### config.mk
export PLATFORM = sky130hd
export DESIGN_NAME = sha1_wb_host
export DESIGN_NICKNAME = d
export VERILOG_FILES = /design/src/rtl/sha1_wb_host.sv
export SDC_FILE = /design/constraint.sdc
export NUM_CORES = 1
export LEC_CHECK = 0
export BUFFER_PORTS_ARGS = -buffer_cell sky130_fd_sc_hd__clkbuf_2
export CAP_MARGIN = 40
export CORE_AREA = 4 4 306 308
export CTS_CLUSTER_SIZE = 25
export DETAILED_ROUTE_END_ITERATION = 10
export DIE_AREA = 0 0 310 312
export SYNTH_ARGS = -nofsm -noshare
export SYNTH_HDL_FRONTEND = slang
export SYNTH_SLANG_ARGS = --single-unit
### constraint.sdc
create_clock -name wb_clk_i -period 42.4 [get_ports wb_clk_i]
set_input_delay 4.24 -clock wb_clk_i [delete_from_list [all_inputs] [get_ports wb_clk_i]]
set_output_delay 4.24 -clock wb_clk_i [all_outputs]
set_load 0.02 [all_outputs]
### src/rtl/sha1_wb_host.sv
// Wishbone master that drives a memory-mapped SHA-1 core: enable, load one 512-bit
// block, poll for completion, read back the 160-bit digest. Define SHA1_HOST_TIMEOUT_EN for ack/poll timeouts.
module sha1_wb_host #(
  parameter logic [31:0] BASE_ADDRESS = 32'h30000024,
  parameter logic [15:0] POLL_LIMIT   = 16'd1024,
  parameter logic [7:0]  ACK_LIMIT    = 8'd64
) (
  input  logic         wb_clk_i,
  input  logic         reset,
  input  logic         start,
  input  logic [511:0] message,
  output logic         busy,
  output logic [159:0] digest,
  output logic         digest_valid,
  output logic         error,
  output logic         wbm_cyc_o,
  output logic         wbm_stb_o,
  output logic         wbm_we_o,
  output logic [3:0]   wbm_sel_o,
  output logic [31:0]  wbm_adr_o,
  output logic [31:0]  wbm_dat_o,
  input  logic         wbm_ack_i,
  input  logic [31:0]  wbm_dat_i
);

  typedef enum logic [2:0] {IDLE, WR_ON, WR_MSG, POLL, RD_DIG, GAP, DONE, ERROR} state_e;

  localparam logic [31:0] ADR_CTRL      = BASE_ADDRESS + 32'h8;
  localparam logic [31:0] ADR_MSG       = BASE_ADDRESS + 32'hC;
  localparam logic [31:0] ADR_DIG       = BASE_ADDRESS + 32'h10;
  localparam logic [31:0] CTRL_ON       = 32'h0000_0001;
  localparam logic [31:0] DIG_NOT_READY = 32'hffff_fff0;
  localparam int          STATUS_DONE   = 3;

  state_e        state_q, state_d;
  state_e        ret_q, ret_d;     // where GAP goes once its idle cycle is spent
  logic [511:0]  msg_q;
  logic [3:0]    msg_cnt;
  logic [2:0]    dig_cnt;
  logic [127:0]  dig_buf;
  logic          bus_active;
  logic          status_done;
  logic          dig_not_ready;
  logic          ack_expired;
  logic          poll_expired;

  assign bus_active    = state_q inside {WR_ON, WR_MSG, POLL, RD_DIG};
  assign status_done   = wbm_dat_i[STATUS_DONE];
  assign dig_not_ready = (wbm_dat_i == DIG_NOT_READY);

`ifdef SHA1_HOST_TIMEOUT_EN
  logic [15:0] poll_cnt;
  logic [7:0]  ack_wait;

  assign ack_expired  = bus_active && !wbm_ack_i && (ack_wait >= ACK_LIMIT - 8'd1);
  assign poll_expired = (poll_cnt >= POLL_LIMIT - 16'd1);

  always_ff @(posedge wb_clk_i) begin
    if (reset) begin
      poll_cnt <= '0;
      ack_wait <= '0;
    end else begin
      if (state_q == IDLE && start)
        poll_cnt <= '0;
      else if (state_q == POLL && wbm_ack_i && !status_done && poll_cnt != '1)
        poll_cnt <= poll_cnt + 16'd1;
      if (bus_active && !wbm_ack_i) begin
        if (ack_wait != '1)
          ack_wait <= ack_wait + 8'd1;
      end else begin
        ack_wait <= '0;
      end
    end
  end
`else
  // The limits only matter when timeouts are built in.
  logic unused_limits;
  assign unused_limits = ^{POLL_LIMIT, ACK_LIMIT};
  assign ack_expired   = 1'b0;
  assign poll_expired  = 1'b0;
`endif

  always_ff @(posedge wb_clk_i) begin
    if (reset) begin
      state_q <= IDLE;
      ret_q   <= IDLE;
    end else begin
      state_q <= state_d;
      ret_q   <= ret_d;
    end
  end

  always_comb begin
    state_d = state_q;
    ret_d   = ret_q;
    case (state_q)
      IDLE:   if (start) state_d = WR_ON;
      WR_ON: begin
        if (wbm_ack_i) begin
          state_d = GAP;
          ret_d   = WR_MSG;
        end else if (ack_expired) begin
          state_d = ERROR;
        end
      end
      WR_MSG: begin
        if (wbm_ack_i) begin
          state_d = GAP;
          ret_d   = (msg_cnt == 4'd15) ? POLL : WR_MSG;
        end else if (ack_expired) begin
          state_d = ERROR;
        end
      end
      POLL: begin
        if (wbm_ack_i) begin
          if (status_done) begin
            state_d = GAP;
            ret_d   = RD_DIG;
          end else if (poll_expired) begin
            state_d = ERROR;
          end else begin
            state_d = GAP;
            ret_d   = POLL;
          end
        end else if (ack_expired) begin
          state_d = ERROR;
        end
      end
      RD_DIG: begin
        if (wbm_ack_i) begin
          if (dig_not_ready) begin
            state_d = GAP;
            ret_d   = POLL;
          end else if (dig_cnt == 3'd4) begin
            state_d = DONE;
          end else begin
            state_d = GAP;
            ret_d   = RD_DIG;
          end
        end else if (ack_expired) begin
          state_d = ERROR;
        end
      end
      GAP:     state_d = ret_q;
      DONE:    state_d = IDLE;
      ERROR:   state_d = IDLE;
      default: state_d = IDLE;
    endcase
  end

  // NOTE: the message latch has no reset; it is always reloaded by a start before it is read.
  always_ff @(posedge wb_clk_i) begin
    if (state_q == IDLE && start)
      msg_q <= message;
  end

  // Words 0..3 are staged so digest changes only when a full, valid readout completes.
  always_ff @(posedge wb_clk_i) begin
    if (reset) begin
      msg_cnt <= '0;
      dig_cnt <= '0;
      dig_buf <= '0;
      digest  <= '0;
    end else begin
      case (state_q)
        IDLE: begin
          if (start) begin
            msg_cnt <= '0;
            dig_cnt <= '0;
          end
        end
        WR_MSG: if (wbm_ack_i) msg_cnt <= msg_cnt + 4'd1;
        RD_DIG: begin
          if (wbm_ack_i) begin
            if (dig_not_ready) begin
              dig_cnt <= '0;
            end else if (dig_cnt == 3'd4) begin
              digest  <= {wbm_dat_i, dig_buf};
              dig_cnt <= '0;
            end else begin
              dig_buf[{dig_cnt[1:0], 5'd0} +: 32] <= wbm_dat_i;
              dig_cnt <= dig_cnt + 3'd1;
            end
          end
        end
        default: ;
      endcase
    end
  end

  always_comb begin
    wbm_cyc_o    = bus_active;
    wbm_stb_o    = bus_active;
    wbm_we_o     = (state_q == WR_ON) || (state_q == WR_MSG);
    wbm_sel_o    = bus_active ? 4'hF : 4'h0;
    wbm_adr_o    = '0;
    wbm_dat_o    = '0;
    case (state_q)
      WR_ON: begin
        wbm_adr_o = ADR_CTRL;
        wbm_dat_o = CTRL_ON;
      end
      WR_MSG: begin
        wbm_adr_o = ADR_MSG;
        wbm_dat_o = msg_q[{msg_cnt, 5'd0} +: 32];
      end
      POLL:    wbm_adr_o = ADR_CTRL;
      RD_DIG:  wbm_adr_o = ADR_DIG;
      default: ;
    endcase
    busy         = bus_active || (state_q == GAP);
    digest_valid = (state_q == DONE);
`ifdef SHA1_HOST_TIMEOUT_EN
    error        = (state_q == ERROR);
`else
    error        = 1'b0;
`endif
  end

endmodule

Word level (Yosys, flattened, before mapping) --
Cells that the tools add are included.
Operators by class: add/subtract/negate cells 3, eq/ne operators 17, shift operators 3, mux-type cells 27, bitwise gates (word level) 2, reduce and logical (&&, ||, !) cells 16
Operators with widths (count):
- indexed part select 512 x 10 -> 32 bit | 1
- bitwise mux 128 bit | 1
- variable shift 32 x 9 -> 128 bit, first input constant | 1
- indexed part select 32 x 9 -> 128 bit | 1
- case mux 30 bit (3 select lines) | 1
- case mux 32 bit (2 select lines) | 1
- two-way mux 3 bit | 14
- equality test 32 bit, second input constant | 1
- equality test 3 bit, second input constant | 5
- case mux 3 bit (5 select lines) | 1
- two-way mux 4 bit | 3
- case mux 3 bit (4 select lines) | 1
- != test 2 bit, second input constant | 5
- negator 7 -> 9 bit | 1
- AND reduction 3 bit | 3
- case mux 4 bit (2 select lines) | 1
- AND reduction 4 bit | 2
- equality test 3 x 2 -> 1 bit, second input constant | 2
- case mux 3 bit (2 select lines) | 1
- AND reduction 6 bit | 1
- adder 4 x 1 -> 4 bit, second input constant | 1
- equality test 4 bit, second input constant | 1
- two-way mux 2 bit | 2
- nonzero test 2 bit | 2
- 12 further kinds | 15
Storage, ports and cells: flip-flop bits (word level) 813, input port bits 548, output and inout bits 234, word-level logic and storage cells 75

Depth between registers and ports, before layout --
Gate-level depths: netlist (run 1).
depth after elaboration 5, depth in mapped cells 9, gate-level depth less buffers 7

Least setup slack after synthesis (run 1) --
No wires, ideal clock.
path kind input -> register, from in start, to reg msg_cnt[1], library setup time 0.181 ns, arrival time 19.234 ns, data required time 42.219 ns, setup slack 22.985 ns, stages on the path 4, buffers on the path 1, cells stage by stage and2_1 -> clkbuf_1 -> nand3b_1 -> a21oi_1
On the way: longest elaborated chain between the ends 2
Ends and longest elaborated chain:
- from (decl) | line 10 | input logic start,
- != test 2 bit (no source line)
- AND reduction 3 bit (no source line)
- to (signal assigned) | line 172 | WR_MSG: if (wbm_ack_i) msg_cnt <= msg_cnt + 4'd1;
- to (decl) | line 38 | logic [3:0] msg_cnt;
No other way between the ends. A chain may end at the register's enable or synchronous reset.

Worst setup path after layout (run 1) --
from reg msg_cnt[0], to out wbm_dat_o[3]
On the way: longest elaborated chain between the ends 2
Ends and longest elaborated chain:
- indexed part select 512 x 10 -> 32 bit | line 205 | wbm_dat_o = msg_q[{msg_cnt, 5'd0} +: 32];
- case mux 32 bit (2 select lines) | line 198 | case (state_q)
- to (decl) | line 21 | output logic [31:0] wbm_dat_o,
No other way between the ends.

==> metrics.txt, run 1 <==
PwrDens 43.6 nW/µm²; share of cells above drive strength 1 0.379; Bufs on Longest Clock Path 3; multi-input logic area 10300 µm²; Mapped Area 32600 µm²; flops & latches, synth 813; CTS root buffer clkbuf_16; WL final 103000 µm; Layout area overhead 24.4%; Net Sw Frac 0.221; nature of the critical path endpoint primary output; status finished clean; Final nets 3431; slack of the worst reg-to-reg path 38900 ps; DP Wirelength 76700 µm; Pint 0.00138 W; Initial DRC Count 1947; # fillers 8189; number of hold buffers added after CTS 0; Tcrit/Tclk final 0.211; Seq pwr share 0.506; Synth Instances 2171; ys flop type edfxtp_1; CTS tree done; # IOs 782; Setup CP Type flip-flop to primary output; R2R Path Start state_q[2]; number of port buffers 754; combinational power share 0.056; YS warnings 0; clk_lat worst skew 640 ps; WP data required 38160 ps; H-tree levels 3; Setup Viol. Count Final 0; register area share after synthesis 0.655; Tot Pwr 0.00177 W; post-cts sizing count 0; Switch Pwr 0.000392 W; max_cap viols 0; Hold EP digest[73]; Total Routing Usage GR 0.208; Worst Path Max Fanout 40; Register Area 21400 µm²; Overflow after GRT 0; Final min period 8950 ps; Leak 14.7 nW; worst-margin pin slew 1280 ps; most frequent cells in the layout clkbuf_2 (753), edfxtp_1 (512), nand2b_1 (323); DRC 0; Post-synth EDFFs 512; via count 21200; crit start category flip-flop; number of global-route vias before repair 21800; die height 312 µm; fraction of registers with async set or reset after synthesis 0; routed vias/inst 5.11; Hold Vio Cnt, Final 0; mean post-synth cell area 15.0 µm²; Clk pwr share 0.438; # clock sinks 813; Worst Hold Depth 2; commonest non-fill, non-tap cell in the layout clkbuf_2; Placer Congestion 0.871; RSZ-0062 raised after global routing false; post-place setup slack 33940 ps; Clock Skew 35.3 ps; post-synth cell types 50; R2R Path End msg_q[357]; initial antenna violation count 47; starting density of the core 0.358; Die X 310 µm; pin count of the biggest net entering global routing 166; ANT nets after route 0; Max VDD drop 36.4 µV; R2R cell count 6; worst min-delay path category flip-flop to flip-flop; die area 96700 µm²; Final Max Tran Viols 0; Core Region 91100 µm²; total clock buffers created by CTS 89; Max Freq 112 MHz; postcts setup bufs 0; first-pass GRT wire length 148000 µm; clock-pin slew on the worst setup and hold paths 60 ps; Slew HR 0.148; Worst EP arrival 4710 ps; drt first pass iters 5; final worst slack 33450 ps; Row Count 111; hold path startpoint dig_buf[73]; Setup TNS 0 ps; WL/cell 24.8 µm
[synthesized netlist by cell type, drive strengths merged, types with 2 or more instances]
| cell type | n | area share |
|---|---|---|
| nand2 | 44 | 0.0051 |
| and3 | 2 | 0.00038 |
| or2 | 3 | 0.00057 |
| clkbuf | 126 | 0.014 |
| edfxtp | 512 | 0.47 |
| buf | 79 | 0.018 |
| dfxtp | 301 | 0.18 |
| ha | 6 | 0.0023 |
| nor3 | 7 | 0.0011 |
| nand3 | 8 | 0.0012 |
| a31oi | 3 | 0.00057 |
| nor3b | 6 | 0.0015 |
| xnor2 | 2 | 0.00054 |
| o31ai | 2 | 0.00046 |
| nor2 | 20 | 0.0023 |
| and2 | 33 | 0.0063 |
| mux2 | 3 | 0.0010 |
| xor2 | 2 | 0.00054 |
| mux2i | 193 | 0.059 |
| nand2b | 323 | 0.062 |
| o21ai | 97 | 0.015 |
| mux4 | 159 | 0.11 |
| inv | 5 | 0.00057 |
| nand4 | 106 | 0.020 |
| or4 | 2 | 0.00046 |
| nand4bb | 2 | 0.00069 |
| or3 | 2 | 0.00038 |
| a21oi | 106 | 0.016 |
[power groups by stage]
stage	registers, W	logic (W)	clock network, W
floorplan	0.000933	0.0000501	0
global placement	0.000912	0.0000932	0
detailed placement	0.000912	0.0000992	0
CTS	0.000896	0.0000993	0.000792
global route	0.000898	0.000106	0.000827
finish	0.000896	0.0000989	0.000775
[metrics by stage]
stage / cells / cell area, µm² / hold WS, ps / util
detailed placement: 3971 / 37600 / 462 / 0.412
CTS: 4136 / 40500 / 451 / 0.445
global placement: 3958 / 37200 / 456 / 0.409
finish: 4160 / 40600 / 451 / 0.446
global route: 4146 / 40600 / 475 / 0.445
floorplan: 2197 / 32700 / 448 / -
[flip-flops by register name, indices dropped and copies added (netlist names)]
| name | flops |
|---|---|
| msg_q | 512 |
| digest | 160 |
| dig_buf | 128 |
| msg_cnt | 4 |
| dig_cnt | 3 |
| ret_q | 3 |
| state_q | 3 |
[worst max-delay path by stage]
| stage | from | cells past startpoint | endpoint | slack, ps |
|---|---|---|---|---|
| floorplan | start | 4 | msg_cnt[1] | 22980 |
| global placement | msg_cnt[0] | 7 | wbm_dat_o[20] | 33720 |
| detailed placement | msg_cnt[0] | 8 | wbm_dat_o[20] | 33940 |
| CTS | msg_cnt[0] | 8 | wbm_dat_o[20] | 33220 |
| global route | msg_cnt[0] | 8 | wbm_dat_o[20] | 33020 |
| finish | msg_cnt[0] | 8 | wbm_dat_o[3] | 33450 |
[per-layer routing]
| layer | up-vias | global-route usage | part of all wire |
|---|---|---|---|
| li1 | 9545 | - | - |
| met1 | 10500 | 0.247 | 0.37 |
| met2 | 958 | 0.357 | 0.50 |
| met3 | 188 | 0.0643 | 0.092 |
| met4 | 34 | 0.0744 | 0.031 |
| met5 | - | 0 | 0.0025 |
[cell type report]
type	instances	share of cell area
clock inverter	57	0.0141
antenna	23	0.00142
tap	1186	0.0365
sequential	813	0.527
timing repair buffer	794	0.107
multi-input combinational	1174	0.254
clock buffer	108	0.0591
inverter	5	0.000462
[kinds of logic after synthesis]
| group | share of synthesized area |
|---|---|
| DFF | 0.655 |
| and+or+nand+nor | 0.104 |
| muxes | 0.170 |
| AOI/OAI and AO/OA | 0.0343 |
| buffers and inverters | 0.0327 |
| adders and majority gates | 0.00261 |
| xor gates and xnor gates | 0.00107 |
| other | 0.000115 |
[critical path, stage by stage (launching register included)]
cell      delay (ps)
dfxtp_4          540
buf_4            630
buf_4            700
buf_4            340
buf_16           300
mux4_2           540
mux4_2           550
and2_1           200
clkbuf_2         170
Power figures use the tool's default switching activity.
==> inputs of run 2 (changes only) <==
--- a/config.mk
+++ b/config.mk
@@ -7,10 +7,10 @@
 export LEC_CHECK = 0
 export BUFFER_PORTS_ARGS = -buffer_cell sky130_fd_sc_hd__clkbuf_2
 export CAP_MARGIN = 40
-export CORE_AREA = 4 4 306 308
+export CORE_AREA = 4 4 305 307
 export CTS_CLUSTER_SIZE = 25
 export DETAILED_ROUTE_END_ITERATION = 10
-export DIE_AREA = 0 0 310 312
+export DIE_AREA = 0 0 309 311
 export SYNTH_ARGS = -nofsm -noshare
 export SYNTH_HDL_FRONTEND = slang
 export SYNTH_SLANG_ARGS = --single-unit
==> constraint.sdc (replaced) <==
create_clock -name wb_clk_i -period 7.7 [get_ports wb_clk_i]
set_input_delay 0.77 -clock wb_clk_i [delete_from_list [all_inputs] [get_ports wb_clk_i]]
set_output_delay 0.77 -clock wb_clk_i [all_outputs]
set_load 0.02 [all_outputs]
==> metrics.txt, run 2 (same netlist as run 1, synthesis figures left out) <==
largest reg by FF count msg_q; number of port buffers 754 (unchanged); Worst EP arrival 3870 ps (-840 ps); DR WL met3 9050 µm (-4.7%); max_cap viols 0 (unchanged); Setup TNS 0 ps (unchanged); crit start category flip-flop; pin count of the biggest net entering global routing 295 (+78%); number of hold buffers added after CTS 0 (unchanged); clk_lat worst skew 670 ps (+30 ps); Layout area overhead 23.4%; drt first pass iters 5 (unchanged); Worst path slowest cell dfxtp_4; H-tree levels 3 (unchanged); # IOs 782 (unchanged); met2 WL 52900 µm (+2.4%); share of cells above drive strength 1 0.373 (-0.00611); PwrDens 236 nW/µm² (+440%); WL final 105000 µm (+1.6%); Die X 309 µm (-0.32%); ANT nets after route 0 (unchanged); Top Registers msg_q: 512 flops, digest: 160 flops, dig_buf: 128 flops; DP Wirelength 77100 µm (+0.61%); Max Freq 215 MHz; max layer used met5; Worst Path Max Fanout 99 (+150%); WL/cell 25.4 µm (+2.4%); postcts setup bufs 0 (unchanged); WP data required 6930 ps (-31230 ps); RSZ-0062 raised after global routing false; Core Region 90000 µm² (-1.2%); first-pass GRT wire length 151000 µm (+1.7%); via count 21200 (-0.31%); status finished clean; post-place setup slack 3700 ps (-30230 ps); initial antenna violation count 36 (-23%); Final Max Tran Viols 0 (unchanged); most frequent cells in the layout clkbuf_2 (753), edfxtp_1 (512), nand2b_1 (323); max reg flops 512 (unchanged); Bufs on Longest Clock Path 3 (unchanged); Total Routing Usage GR 0.213 (+0.00476); # clock sinks 813 (unchanged); commonest non-fill, non-tap cell in the layout clkbuf_2; die height 311 µm (-0.32%); nature of the critical path endpoint primary output; DRC 0 (unchanged); most used cell, CP mux4_2; Initial DRC Count 1971 (+1.2%); slowest stage delay, CP 820 ps (+120 ps); Clock Skew 26.0 ps (-9.23 ps); CTS tree done; DP Cell Count 3958 (-0.33%); Max VDD drop 191 µV (+420%); cells along the critical path buf_12 > mux4_2 > mux4_2 > and2_1 > clkbuf_2; M1 wire length 39300 µm (+1.7%); clock-pin slew on the worst setup and hold paths 60 ps (about the same); # fillers 8060 (-1.6%); routed vias/inst 5.13 (+0.46%); Setup CP Type flip-flop to primary output; worst min-delay path category input port to flip-flop; Setup Viol. Count Final 0 (unchanged); final worst slack 3060 ps (-30390 ps); Placer Congestion 0.892 (+2.4%); Overflow after GRT 0 (unchanged); Row Count 110 (-0.90%); total clock buffers created by CTS 86 (-3.4%); Leak 14.6 nW (-1.0%); Register Area 21400 µm² (unchanged); die area 96100 µm² (-0.64%); Final min period 4640 ps; starting density of the core 0.363 (+0.00436); worst-margin pin slew 1100 ps (-181 ps); multi-input logic area 10300 µm² (about the same); post-cts sizing count 0 (unchanged); Final nets 3425 (-0.17%); Hold Vio Cnt, Final 0 (unchanged); Tcrit/Tclk final 0.603; number of global-route vias before repair 22100 (+1.4%); CTS root buffer clkbuf_16; fin cells 4128 (-0.77%); Slew HR 0.268 (+0.120)
[run 2: changes by cell type in the layout (fill, tap and decap cells not counted), sizes merged]
cell / delta
clkbuf: +4
clkinv: -11
diode: -6
clkinvlp: -4
bufinv: -3
buf: -3
inv: +1
[run 2: final timing paths]
| kind | slack, ps | from | cells past startpoint | to |
|---|---|---|---|---|
| max reg2reg | 4240 | state_q[2] | 6 | digest[89] |
| min | 260 | message[289] | 1 | msg_q[289] |
| min reg2reg | 460 | dig_buf[125] | 2 | digest[125] |
| max | 3060 | msg_cnt[0] | 5 | wbm_dat_o[14] |
[run 2: routing by layer]
layer	up-vias	GRT usage
met5	-	0
met4	24	0.0799
met3	182	0.0604
met2	968	0.367
met1	10500	0.253
li1	9519	-
[run 2: stage by stage]
stage	total power, W	instance area (µm²)	utilization	hold slack, ps
after CTS	0.00960	40200	0.447	206
after global placement	0.00554	37300	0.414	456
after floorplan	0.00530	32800	-	448
after detailed placement	0.00556	37500	0.416	460
final	0.00951	40300	0.448	263
after global routing	0.00984	40300	0.447	222
[run 2: layout make-up]
type,instances,share of cell area
Sequential cell,813,0.531
Multi-Input combinational cell,1174,0.257
Timing Repair Buffer,791,0.105
Clock buffer,112,0.0573
Tap cell,1176,0.0365
Clock inverter,40,0.0112
Antenna cell,17,0.00106
Inverter,5,0.000466
[run 2: power by group]
group	leakage (nW)	internal [W]	switching, W
Clock	1.34	0.00228	0.00177
Combinational	5.96	0.000230	0.000304
Sequential	7.27	0.00487	0.0000611
[run 2: worst max-delay path, delay by kind of cell (launching register included)]
| kind | cells | cell delay, ps |
|---|---|---|
| multiplexers | 2 | 1080 |
| AND/OR/NAND/NOR | 1 | 270 |
| buffers and inverters | 2 | 770 |
| flip-flops | 1 | 820 |
==> inputs of run 3 (changes only) <==
--- a/config.mk
+++ b/config.mk
@@ -5,12 +5,13 @@
 export SDC_FILE = /design/constraint.sdc
 export NUM_CORES = 1
 export LEC_CHECK = 0
+export ABC_AREA = 1
 export BUFFER_PORTS_ARGS = -buffer_cell sky130_fd_sc_hd__clkbuf_2
 export CAP_MARGIN = 40
-export CORE_AREA = 4 4 305 307
+export CORE_AREA = 4 4 303 305
 export CTS_CLUSTER_SIZE = 25
 export DETAILED_ROUTE_END_ITERATION = 10
-export DIE_AREA = 0 0 309 311
+export DIE_AREA = 0 0 307 309
 export SYNTH_ARGS = -nofsm -noshare
 export SYNTH_HDL_FRONTEND = slang
 export SYNTH_SLANG_ARGS = --single-unit
==> constraint.sdc (replaced) <==
create_clock -name wb_clk_i -period 4.8 [get_ports wb_clk_i]
set_input_delay 0.48 -clock wb_clk_i [delete_from_list [all_inputs] [get_ports wb_clk_i]]
set_output_delay 0.48 -clock wb_clk_i [all_outputs]
set_load 0.02 [all_outputs]
==> metrics.txt, run 3 <==
status finished clean; Tcrit/Tclk final 0.877; post-synth top area cell edfxtp_1; Layout area overhead 38.0%; total clock buffers created by CTS 90 (+4.7%); Mapped Area 33400 µm² (+2.4%); Setup CP Type flip-flop to primary output; Initial DRC Count 3049 (+55%); nature of the critical path endpoint primary output; post-synth top area share 0.460 (-0.0109); DP Wirelength 83000 µm (+7.7%); post-place setup slack 1470 ps (-2230 ps); register area share after synthesis 0.640 (-0.0152); PwrDens 388 nW/µm² (+64%); Total Routing Usage GR 0.254 (+0.0412); Slew HR 0.274 (+0.00558); Core Region 89300 µm² (-0.76%); Clk pwr share 0.395 (-0.030); largest reg by FF count msg_q; top cells by area, synth edfxtp_1 (46%), dfxtp_1 (18%), nor2_1 (9.9%); Die X 307 µm (-0.65%); combinational power share 0.137 (+0.081); die area 94900 µm² (-1.3%); R2R cell count 11 (+5); pin count of the biggest net entering global routing 201 (-32%); max reg flops 512 (unchanged); flops & latches, synth 813 (unchanged); Clock Skew 24.2 ps (-1.82 ps); most frequent cell after synthesis nor2_1; ys flop type edfxtp_1; area fraction in compound gates after synthesis 0.101 (+0.0663); xor and xnor area share after synthesis 0 (-0.00107); Tot Pwr 0.0179 W (+88%); WP data required 4320 ps (-2610 ps); Synth Instances 3553 (+64%); worst setup path startpoint msg_cnt[1]; Pint 0.0131 W (+78%); Overflow after GRT 0 (unchanged); Placer Congestion 0.903 (+1.2%); Max VDD drop 327 µV (+71%); Leak 20.4 nW (+40%); Bufs on Longest Clock Path 3 (unchanged); crit start category flip-flop; Max Freq 238 MHz; final worst slack 592 ps (-2460 ps); R2R Path Start dig_cnt[0]; most frequent cells in the layout nor2_1 (885), clkbuf_2 (753), nand2_1 (564); WL/cell 20.9 µm (-18%); # fillers 7894 (-2.1%); Switch Pwr 0.00478 W (+120%); Final nets 5256 (+53%); mux share of post-synthesis cell area 0 (-0.170); die height 309 µm (-0.64%); largest family of logic cells by synthesized area simple AND/OR/NAND/NOR gates; Setup Viol. Count Final 0 (unchanged); Commonest cells post-synth nor2_1 (885), nand2_1 (564), edfxtp_1 (512), inv_1 (369), o21ai_0 (339); H-tree levels 3 (unchanged); Final min period 4210 ps; CTS tree done; post-synthesis simple-gate area fraction 0.177 (+0.0728); CTS root buffer clkbuf_16; drt first pass iters 6 (+1); share of cells above drive strength 1 0.201 (-0.172); number of port buffers 754 (unchanged); Hold Vio Cnt, Final 0 (unchanged); R2R Path End dig_buf[75]; number of global-route vias before repair 28100 (+28%); WL final 126000 µm (+20%); post-synth cell types 34 (-32%); CP Capture Point wbm_dat_o[3]; # clock sinks 813 (unchanged); YS warnings 0 (unchanged); clk_lat worst skew 670 ps (about the same); Net Sw Frac 0.267 (+0.0425); mean post-synth cell area 9.41 µm² (-37%); slack of the worst reg-to-reg path 1620 ps (-2620 ps); RSZ-0062 raised after global routing false; initial antenna violation count 39 (+8.3%); worst min-delay path category input port to flip-flop; Final Max Tran Viols 0 (unchanged); Seq pwr share 0.467 (-0.052); starting density of the core 0.374 (+0.0115); max_cap viols 0 (unchanged); routed vias/inst 4.90 (-4.5%); Post-synth EDFFs 512 (unchanged); fraction of registers with async set or reset after synthesis 0 (unchanged); via count 29300 (+39%); # IOs 782 (unchanged); Row Count 110 (unchanged); Synth Area in Adders 0.00225 (-0.000360); Worst EP arrival 3730 ps (-140 ps); DRC 0 (unchanged); Top Registers msg_q: 512 flops, digest: 160 flops, dig_buf: 128 flops; Worst Path Max Fanout 100 (+1.0%); commonest non-fill, non-tap cell in the layout nor2_1; ANT nets after route 0 (unchanged); clock-pin slew on the worst setup and hold paths 60 ps (about the same); first-pass GRT wire length 180000 µm (+20%); worst-margin pin slew 1090 ps (-8.37 ps)
-- run 3: cell type report --
| type | instances | area, µm² | share of cell area |
|---|---|---|---|
| Antenna cell | 39 | 97.6 | 0.00212 |
| Clock buffer | 106 | 2390 | 0.0519 |
| Clock inverter | 60 | 641 | 0.0139 |
| Inverter | 374 | 1420 | 0.0308 |
| Multi-Input combinational cell | 2139 | 9460 | 0.205 |
| Sequential cell | 813 | 21400 | 0.464 |
| Tap cell | 1176 | 1470 | 0.0319 |
| Timing Repair Buffer | 1284 | 9230 | 0.200 |
-- run 3: worst min path at each step --
stage	from	to	slack, ps	cells after the start
2_1_floorplan	ret_q[0]	ret_q[0]	450	2
3_3_place_gp	dig_buf[29]	digest[29]	460	2
3_5_place_dp	dig_buf[121]	digest[121]	470	2
4_1_cts	message[228]	msg_q[228]	0.2	1
5_1_grt	message[471]	msg_q[471]	10	1
6_report	message[228]	msg_q[228]	50	1
-- run 3: cell families (layout without fill, tap and decap cells) --
group,Yosys count,count (layout)
buf+inv,627,1824
simple gates,1519,1519
compound gates,587,587
other cells,1,66
flops,813,813
fa+ha+maj,6,6
-- run 3: routing by layer --
layer  routed length (µm)  part of all wire  up-vias  global-route usage
li1                     -                 -    13900                   -
met4                 7060             0.056        4               0.129
met2                57700              0.46     1527               0.406
met3                10500             0.084      379              0.0594
met5                   27           0.00022        -                   0
met1                50200              0.40    13600               0.326
-- run 3: power groups by stage --
stage | clock [W] | sequential [W] | combinational (W)
after floorplan | 0 | 0.00865 | 0.00122
after global placement | 0 | 0.00853 | 0.00202
after detailed placement | 0 | 0.00850 | 0.00208
after CTS | 0.00718 | 0.00836 | 0.00243
after global routing | 0.00747 | 0.00841 | 0.00266
final | 0.00708 | 0.00837 | 0.00246
-- run 3: worst max-delay path, cell delays in order (launching register included) --
cell,delay (ps)
dfxtp_4,420
buf_16,230
inv_4,390
buf_12,440
o21ai_0,260
o211ai_1,370
o211ai_1,300
a21oi_1,340
clkbuf_2,240
-- run 3: stage by stage --
step / hold slack, ps / std cells / setup TNS (ps) / instance area [µm²] / utilization
after global placement: 463 / 5285 / 0 / 37900 / 0.424
after floorplan: 445 / 3579 / -1969680 / 33500 / -
after detailed placement: 466 / 5294 / 0 / 38100 / 0.426
after global routing: 14.2 / 5987 / 0 / 46100 / 0.516
after CTS: 0.207 / 5952 / 0 / 46000 / 0.515
final: 50.5 / 5991 / 0 / 46100 / 0.516
-- run 3: what timing repair did --
item                       in CTS  in global routing
resized for setup               0                  0
hold buffers                  492                  0
setup buffers                   0                  0
hold endpoints to repair      492                  0
setup endpoints to repair       0                  0
